==> src/rtl/konv_serial_capture.sv <==
// Serial burst receiver: synchronises the burst enable/clock/data, assembles WIDTH-bit frames
// and hands them out through a one-entry valid/ready register. Optional `KONV_FRAME_CNT_EN adds frame_cnt.
module konv_serial_capture #(
  parameter int unsigned WIDTH       = 32,
  parameter int unsigned SYNC_STAGES = 2
) (
  input  logic             clk,
  input  logic             reset,
  input  logic             ser_en,
  input  logic             ser_clk,
  input  logic             ser_data,
  output logic [WIDTH-1:0] word,
  output logic             word_valid,
  input  logic             word_ready,
  output logic             frame_err,
  output logic             overflow,
  input  logic             ovf_clr
`ifdef KONV_FRAME_CNT_EN
  ,
  output logic [15:0]      frame_cnt
`endif
);

  localparam int unsigned CNT_W = $clog2(WIDTH) + 1;

  typedef enum logic [1:0] {IDLE, ARMED, CHECK} state_t;

  state_t                   state, state_n;
  logic [SYNC_STAGES-1:0]   en_sync, clk_sync, dat_sync;
  logic                     en_d, clk_d;
  logic [SYNC_STAGES:0]     prime;
  logic                     en_armed;
  logic                     rise_pend, rise_pend_n;
  logic [WIDTH-1:0]         shreg, shreg_n;
  logic [CNT_W-1:0]         bitcnt, bitcnt_n;
  logic [WIDTH-1:0]         word_n;
  logic                     valid_n, ferr_n, ovf_n;
`ifdef KONV_FRAME_CNT_EN
  logic [15:0]              cnt_n;
`endif

  logic en_s, clk_s, dat_s, en_rise, en_fall, clk_rise;

  assign en_s     = en_sync[SYNC_STAGES-1];
  assign clk_s    = clk_sync[SYNC_STAGES-1];
  assign dat_s    = dat_sync[SYNC_STAGES-1];
  // An enable already high when reset lifts must first be seen low before a rise counts
  assign en_rise  = en_s & ~en_d & en_armed;
  assign en_fall  = ~en_s & en_d;
  assign clk_rise = clk_s & ~clk_d;

  // Input synchronisers, edge-detect flops and the post-reset enable qualifier
  always_ff @(posedge clk or negedge reset) begin
    if (!reset) begin
      en_sync  <= '0;
      clk_sync <= '0;
      dat_sync <= '0;
      en_d     <= 1'b0;
      clk_d    <= 1'b0;
      prime    <= '0;
      en_armed <= 1'b0;
    end else begin
      en_sync  <= {en_sync[SYNC_STAGES-2:0], ser_en};
      clk_sync <= {clk_sync[SYNC_STAGES-2:0], ser_clk};
      dat_sync <= {dat_sync[SYNC_STAGES-2:0], ser_data};
      en_d     <= en_s;
      clk_d    <= clk_s;
      prime    <= {prime[SYNC_STAGES-1:0], 1'b1};
      en_armed <= en_armed | (prime[SYNC_STAGES] & ~en_s);
    end
  end

  // State and datapath registers
  always_ff @(posedge clk or negedge reset) begin
    if (!reset) begin
      state      <= IDLE;
      rise_pend  <= 1'b0;
      shreg      <= '0;
      bitcnt     <= '0;
      word       <= '0;
      word_valid <= 1'b0;
      frame_err  <= 1'b0;
      overflow   <= 1'b0;
`ifdef KONV_FRAME_CNT_EN
      frame_cnt  <= '0;
`endif
    end else begin
      state      <= state_n;
      rise_pend  <= rise_pend_n;
      shreg      <= shreg_n;
      bitcnt     <= bitcnt_n;
      word       <= word_n;
      word_valid <= valid_n;
      frame_err  <= ferr_n;
      overflow   <= ovf_n;
`ifdef KONV_FRAME_CNT_EN
      frame_cnt  <= cnt_n;
`endif
    end
  end

  // Next-state, capture and output-register logic
  always_comb begin
    state_n     = state;
    rise_pend_n = rise_pend;
    shreg_n     = shreg;
    bitcnt_n    = bitcnt;
    word_n      = word;
    valid_n     = word_valid;
    ferr_n      = 1'b0;
    ovf_n       = overflow;
`ifdef KONV_FRAME_CNT_EN
    cnt_n       = frame_cnt;
`endif

    if (word_valid && word_ready) valid_n = 1'b0;
    if (ovf_clr) ovf_n = 1'b0;

    unique case (state)
      IDLE: begin
        if (en_rise || rise_pend) begin
          state_n     = ARMED;
          rise_pend_n = 1'b0;
          shreg_n     = '0;
          bitcnt_n    = '0;
        end
      end
      ARMED: begin
        if (clk_rise) begin
          shreg_n = {shreg[WIDTH-2:0], dat_s};
          if (bitcnt != CNT_W'(WIDTH + 1)) bitcnt_n = bitcnt + CNT_W'(1);
        end
        if (en_fall) state_n = CHECK;
      end
      CHECK: begin
        state_n = IDLE;
        if (en_rise) rise_pend_n = 1'b1;
        if (bitcnt == CNT_W'(WIDTH)) begin
          // A word being consumed this cycle frees the register for the new frame
          if (word_valid && !word_ready) begin
            ovf_n = 1'b1;
          end else begin
            word_n  = shreg;
            valid_n = 1'b1;
`ifdef KONV_FRAME_CNT_EN
            cnt_n   = frame_cnt + 16'd1;
`endif
          end
        end else begin
          ferr_n = 1'b1;
        end
      end
      default: state_n = IDLE;
    endcase
  end

endmodule

==> config.mk <==
export PLATFORM = sky130hd
export DESIGN_NAME = konv_serial_capture
export DESIGN_NICKNAME = d
export VERILOG_FILES = /design/src/rtl/konv_serial_capture.sv
export SDC_FILE = /design/constraint.sdc
export NUM_CORES = 1
export LEC_CHECK = 0
export ABC_CLOCK_PERIOD_IN_PS = 4700
export CAP_MARGIN = 10
export CORE_AREA = 2 2 96 98
export DETAILED_ROUTE_END_ITERATION = 6
export DIE_AREA = 0 0 98 100
export SETUP_SLACK_MARGIN = 0.05
export SYNTH_ARGS = -nofsm -noshare
export SYNTH_HDL_FRONTEND = slang
export SYNTH_SLANG_ARGS = --single-unit
export TNS_END_PERCENT = 20
==> constraint.sdc <==
create_clock -name clk -period 4.7 [get_ports clk]
set_input_delay 0.94 -clock clk [delete_from_list [all_inputs] [get_ports clk]]
set_output_delay 0.94 -clock clk [all_outputs]
set_load 0.005 [all_outputs]
==> out/results.md, run 1 <==
Status
- **status** finished clean

Logic synthesis
- **Yosys warning total** 0
- **Net Count, Synth** 229
- **combinational family with the most area after synthesis** multiplexers
- **share of cell area taken by muxes after synthesis** 14.34%
- **Seq/Total Area, Yosys** 63.88%
- **Synth async-reset ratio** 100.0%
- **number of enable-type register cells in the synthesized netlist** 0
- **area fraction in compound gates after synthesis** 12.30%
- **synthesized instance count** 219
- **number of distinct library cells after synthesis** 37
- **main flop type after synthesis** dfrtp_1
- **synthesized-area fraction occupied by adder cells** 1.089%
- **netlist area before placement** 3447 µm²
- **synthesized area per cell** 15.74 µm²
- **#FFs+latches synth** 88
- **simple logic cell fraction of the synthesized area** 4.428%
- **Post-Synth XOR/XNOR Area** 0%

GRT
- **largest net degree at the start of global routing** 89
- **grt ovf** 0
- **global-route wire length before repair** 9515 µm
- **overall global routing resource usage** 12.59%
- **number of global-route vias before repair** 1922
- **initial antenna violation count** 0

Finish
- **n_diodes** 0
- **Area Growth Syn to Fin** 19.13%
- **number of nets in the layout** 271
- **number of standard cells in the final layout excluding fillers** 377
- **final core utilization** 46.19%
- **final std cell area, no fill** 4106 µm²
- **register area** 2202 µm²
- **Multi-input gate area** 1126 µm²
- **count of fill cells added during filler insertion** 785
- **layout cells sized above 1** 21.43%

Placed design
- **Placement Setup Slack** 1.661 ns
- **placement-stage cell area** 3916 µm²
- **gp weighted congestion** 0.7443
- **Detail Placement HPWL** 3500 µm
- **number of cells in the design after placement** 361
- **number of port buffers** 41

CTS
- **number of hold buffers added after CTS** 0
- **post-cts sizing count** 0
- **CTS Root Buffer Type** clkbuf_8
- **clock tree from TritonCTS** done
- **maximum clock insertion buffer count** 2
- **number of levels in the clock H-tree** 3
- **Worst-Skew Late Latency** 0.36 ns
- **clock transition at the registers of the reported paths** 0.09 ns
- **number of buffers added by the clock tree synthesis step** 9
- **total clock sinks** 88
- **Post CTS Setup Buffer Count** 0

Timing
- **setup-violating endpoint count in the final report** 0
- **final-layout setup total negative slack** 0 ns
- **shortest clock period the worst path allows after layout** 2.651 ns
- **final period utilization** 56.41%
- **highest achievable clock rate** 377.2 MHz
- **post-route worst setup slack** 2.049 ns
- **Worst Tran Pin Value** 1.080 ns
- **Slew Viols, Final** 0
- **unrepaired setup endpoints after global routing** no
- **final worst clock skew** 0.009888 ns
- **Hold Violations, Final** 0
- **max_slew headroom** 28.01%

Floorplan
- **Die Span X** 98 µm
- **core box area** 8890 µm²
- **Core Rows** 35
- **io pins** 42
- **effective utilization at floorplan** 38.78%
- **height of the die** 100 µm
- **die outline area** 9800 µm²

Critical path
- **endpoint of the most critical register-to-register path** word[30]$_DFFE_PN0P_
- **CP max stage delay** 0.56 ns
- **critical-path cell list** clkdlybuf4s50_1 -> nand2b_1 -> nor2b_4 -> buf_4 -> mux2_2
- **critical path capture point type** flip-flop
- **setup slack of the worst register-to-register path** 2.17 ns
- **cell depth of the worst setup path** 5
- **critical-path cell with the highest stage delay** nor2b_4
- **Data required, critical path** 4.95 ns
- **worst-path maximum fanout** 17
- **buffer and inverter count on the worst path** 2
- **Critical path origin** word_ready
- **Worst Setup Start Kind** input port
- **Setup Crit Path Kind** in2reg
- **launching point of the worst reg2reg path** bitcnt[2]$_DFFE_PN0P_
- **CP delay by family, top** buffers and inverters
- **arrival time at the worst endpoint** 2.91 ns
- **worst reg-to-reg path cell count** 5

Power
- **Peak supply drop** 0.1402 mV
- **leakage power figure** 1.925 nW
- **Cell Pwr Density** 374.7 nW/µm²

Routing
- **routed via count** 1862
- **highest routed metal layer** met4
- **number of remaining DRC errors** 0
- **average wire per standard cell** 15.14 µm
- **met2 wire len** 2452 µm
- **iteration count of the initial detailed-routing pass** 6
- **WL final** 5707 µm
- **Final ANT Viol Nets** 0
- **detail-routed via count per cell** 4.939
- **DR WL met3** 278 µm
- **total routed wire length on the met1 layer** 2874 µm
- **number of violations reported at the end of detailed-routing iteration 0** 62

Min path
- **Hold Path Class** reg2reg
- **Hold Path Origin** prime[1]$_DFF_PN0_
- **Hold Path Depth** 0
- **sink of the worst hold path** prime[2]$_DFF_PN0_

Flow run
- **maximum capacitance violations** 0

-- logic make-up (layout without fill, tap and decap cells) --
kind of cell | Yosys count | after routing
flip-flops | 88 | 88
buffers and inverters | 19 | 66
other | 1 | 1
AND/OR/NAND/NOR | 22 | 22
AO/OA/AOI/OAI | 52 | 52
multiplexers | 34 | 34
adder cells (fa/ha/maj) | 3 | 3
-- sequential cells by signal, summed over array words and instances (netlist names), 2 cells and up --
register	cells
shreg	32
word	32
bitcnt	6
prime	3
clk_sync	2
dat_sync	2
en_sync	2
state	2
-- synthesized netlist by cell type, types with 2 or more instances --
cell type	n	share of area, %
a21oi_1	2	0.29
and3_1	3	0.54
dfrtp_1	88	64
clkbuf_1	4	0.44
a22o_1	34	8.6
nand4_1	3	0.54
nor2_1	2	0.22
ha_1	3	1.1
mux2_4	30	13
mux2_2	3	0.98
inv_1	7	0.76
nand2_1	4	0.44
buf_12	3	1.7
a21o_1	3	0.65
buf_2	4	0.58
o21ai_0	4	0.58
nand3b_1	2	0.44
-- worst register-to-register path: stages (launching register included) --
cell and delay, ns:
dfrtp_1 0.48, nor4b_4 0.40, nand4_2 0.21, nor2b_4 0.55
buf_4 0.42, mux2_2 0.38
-- worst max path at each step --
| stage | slack [ns] | end |
|---|---|---|
| floorplan | 2.78 | word[10]$_DFFE_PN0P_ |
| global placement | 1.69 | word[0]$_DFFE_PN0P_ |
| detailed placement | 1.66 | word[30]$_DFFE_PN0P_ |
| CTS | 2.05 | word[30]$_DFFE_PN0P_ |
| global route | 2.00 | word[30]$_DFFE_PN0P_ |
| finish | 2.05 | word[30]$_DFFE_PN0P_ |
-- per-stage QoR --
stage | hold WS (ns) | power, mW
after global routing | 0.3632 | 1.629
after floorplan | 0.3312 | 0.9923
after detailed placement | 0.3379 | 1.059
after global placement | 0.3318 | 1.053
final | 0.3567 | 1.539
after CTS | 0.3587 | 1.561
-- cells in the final DEF (no fill, tap or decap), drive strengths merged, types with 2 or more instances in the layout --
master,n
a21o,3
a21oi,2
a22o,34
a31oi,2
and3,3
buf,3
clkbuf,10
clkdlybuf4s50,40
clkinv,2
clkinvlp,2
dfrtp,88
ha,3
inv,9
mux2,33
nand2,4
nand3b,2
nand4,4
nor2,2
nor2b,2
o21ai,4
-- power breakdown --
part	internal (mW)	switching, mW	leakage, nW
clock network	0.214	0.282	0.0910
logic	0.0705	0.124	0.642
registers	0.796	0.0529	1.19
-- area by class of cell --
| type | instances | area share [%] |
|---|---|---|
| clock inverters | 6 | 1.280 |
| clock buffers | 10 | 3.352 |
| multi-input cells | 112 | 27.42 |
| inverters | 7 | 0.6399 |
| repair buffers | 43 | 10.30 |
| flip-flops and latches | 88 | 53.63 |
| well taps | 111 | 3.382 |
-- layer usage --
metal,track usage [%],up-vias
met5,0,-
met4,5.769,0
met3,4.596,8
met2,17.97,46
met1,17.22,925
li1,-,883
(Power assumes the default switching activity.)
==> run 2, diff against run 1 <==
--- a/config.mk
+++ b/config.mk
@@ -5,7 +5,7 @@
 export SDC_FILE = /design/constraint.sdc
 export NUM_CORES = 1
 export LEC_CHECK = 0
-export ABC_CLOCK_PERIOD_IN_PS = 4700
+export ABC_CLOCK_PERIOD_IN_PS = 2700
 export CAP_MARGIN = 10
 export CORE_AREA = 2 2 96 98
 export DETAILED_ROUTE_END_ITERATION = 6
==> constraint.sdc (replaced) <==
create_clock -name clk -period 2.7 [get_ports clk]
set_input_delay 0.54 -clock clk [delete_from_list [all_inputs] [get_ports clk]]
set_output_delay 0.54 -clock clk [all_outputs]
set_load 0.005 [all_outputs]
==> out/results.md, run 2 (synthesized netlist as in run 1, its figures left out) <==
Routing
- **number of remaining DRC errors** 0, unchanged
- **iteration count of the initial detailed-routing pass** 4, -2
- **WL final** 5558 µm, -2.6%
- **average wire per standard cell** 14.70 µm, -2.9%
- **Final ANT Viol Nets** 0, unchanged
- **detail-routed via count per cell** 4.921, -0.37%
- **routed via count** 1860, -0.11%
- **number of violations reported at the end of detailed-routing iteration 0** 87, +40%

GRT
- **global-route wire length before repair** 9839 µm, +3.4%
- **overall global routing resource usage** 12.57%, -0.017 points
- **number of global-route vias before repair** 1894, -1.5%
- **largest net degree at the start of global routing** 58, -35%
- **grt ovf** 0, unchanged
- **initial antenna violation count** 0, unchanged

Timing
- **Hold Violations, Final** 0, unchanged
- **highest achievable clock rate** 501.9 MHz
- **final worst clock skew** 0.01676 ns, +0.006876 ns
- **Worst Tran Pin Value** 0.8665 ns, -0.2134 ns
- **minimum hold slack** 0.1067 ns, -0.2500 ns
- **shortest clock period the worst path allows after layout** 1.992 ns
- **Slew Viols, Final** 0, unchanged
- **max_slew headroom** 42.24%, +14 points
- **final-layout setup total negative slack** 0 ns, unchanged
- **setup-violating endpoint count in the final report** 0, unchanged
- **final period utilization** 73.79%
- **unrepaired setup endpoints after global routing** no

Floorplan
- **core box area** 8890 µm², unchanged
- **io pins** 42, unchanged
- **Die Span X** 98 µm, unchanged
- **die outline area** 9800 µm², unchanged
- **Core Rows** 35, unchanged
- **height of the die** 100 µm, unchanged
- **effective utilization at floorplan** 38.78%, unchanged

Critical path
- **CP max stage delay** 0.48 ns, -0.08 ns
- **Data required, critical path** 2.94 ns, -2.01 ns
- **critical-path cell with the highest stage delay** dfrtp_1
- **worst-path maximum fanout** 32, +15
- **CP delay by family, top** simple AND/OR/NAND/NOR gates
- **critical-path cell list** nor4b_4 -> nand4_2 -> nor2b_4 -> buf_12 -> mux2_2
- **critical path capture point type** flip-flop
- **Setup Crit Path Kind** reg2reg
- **buffer and inverter count on the worst path** 1, -1
- **Worst Setup Start Kind** flip-flop
- **arrival time at the worst endpoint** 2.23 ns, -0.68 ns

Finish
- **number of nets in the layout** 272, +0.37%
- **most common cell after layout, fill and taps aside** dfrtp_1
- **number of standard cells in the final layout excluding fillers** 378, +0.27%
- **layout cells sized above 1** 21.72%, +0.29 points
- **n_diodes** 0, unchanged
- **most frequent cells in the layout** dfrtp_1 (88), clkdlybuf4s50_1 (40), a22o_1 (34), mux2_4 (30), clkbuf_8 (9)
- **Area Growth Syn to Fin** 21.74%
- **Top Registers** shreg: 32 flops, word: 32 flops, bitcnt: 6 flops

CTS
- **total clock sinks** 88, unchanged
- **clock transition at the registers of the reported paths** 0.10 ns, about the same
- **number of levels in the clock H-tree** 3, unchanged
- **CTS Root Buffer Type** clkbuf_8
- **number of buffers added by the clock tree synthesis step** 9, unchanged
- **Worst-Skew Late Latency** 0.35 ns, about the same
- **maximum clock insertion buffer count** 2, unchanged
- **Post CTS Setup Buffer Count** 0, unchanged
- **clock tree from TritonCTS** done
- **post-cts sizing count** 0, unchanged
- **number of hold buffers added after CTS** 0, unchanged

Power
- **Peak supply drop** 0.3449 mV, +150%
- **leakage power figure** 1.966 nW, +2.2%
- **Cell Pwr Density** 696.9 nW/µm², +86%

Placed design
- **number of port buffers** 41, unchanged
- **number of cells in the design after placement** 362, +0.28%
- **gp weighted congestion** 0.8083, +8.6%
- **Detail Placement HPWL** 3523 µm, +0.65%

Flow run
- **maximum capacitance violations** 0, unchanged

Min path
- **Hold Path Class** in2async

Status
- **status** finished clean

-- run 2: cell count changes in the layout (fill, tap and decap cells not counted), moves of 2 or more --
cell | previous run | this run
clkinv_4 | 2 | 0
inv_6 | 1 | 3
buf_12 | 0 | 2
bufinv_16 | 0 | 3
-- run 2: final cells by class --
| cell class | instances | area (µm²) |
|---|---|---|
| clock inverter | 7 | 123.9 |
| inverter | 7 | 26.28 |
| clock buffer | 9 | 123.9 |
| timing repair buffer | 44 | 455.4 |
| tap | 111 | 138.9 |
| fill | 770 | 4693 |
| multi-input combinational | 112 | 1126 |
| sequential | 88 | 2202 |
-- run 2: power breakdown --
| part | internal (mW) | switching (mW) | total [mW] |
|---|---|---|---|
| registers | 1.39 | 0.0899 | 1.48 |
| logic | 0.127 | 0.214 | 0.341 |
| clock network | 0.625 | 0.482 | 1.11 |
-- run 2: path summary, 6_finish.rpt --
kind / slack [ns] / endpoint / depth (start not counted) / start
setup / recovery: 0.71 / word[30]$_DFFE_PN0P_ / 5 / bitcnt[2]$_DFFE_PN0P_
hold / removal: 0.11 / word[24]$_DFFE_PN0P_ / 1 / reset
setup reg to reg: 0.71 / word[30]$_DFFE_PN0P_ / 5 / bitcnt[2]$_DFFE_PN0P_
hold reg to reg: 0.35 / en_sync[1]$_DFF_PN0_ / 0 / en_sync[0]$_DFF_PN0_
max in group asynchronous: 1.96 / bitcnt[4]$_DFFE_PN0P_ / 2 / reset
min in group clk: 0.35 / en_sync[1]$_DFF_PN0_ / 0 / en_sync[0]$_DFF_PN0_
-- run 2: routing by layer --
metal	global-route usage [%]	up-vias	wire (µm)
li1	-	883	-
met2	18.12	33	2489
met4	5.449	0	64
met1	18.10	938	2780
met5	0	-	0
met3	3.203	6	223
-- run 2: worst reg2reg max path, cell delays in order (launching register included) --
cell	delay, ns
dfrtp_1	0.48
nor4b_4	0.40
nand4_2	0.20
nor2b_4	0.16
buf_12	0.26
mux2_2	0.38
-- run 2: stage by stage --
step,cell area (µm²),power [mW],utilization (%),setup slack (ns)
after global placement,3949,1.837,44.42,0.6559
after CTS,4197,2.952,47.21,0.6821
after floorplan,3447,1.727,-,0.9343
final,4197,2.924,47.21,0.7077
after global routing,4197,3.063,47.21,0.5493
after detailed placement,3949,1.849,44.42,0.6179
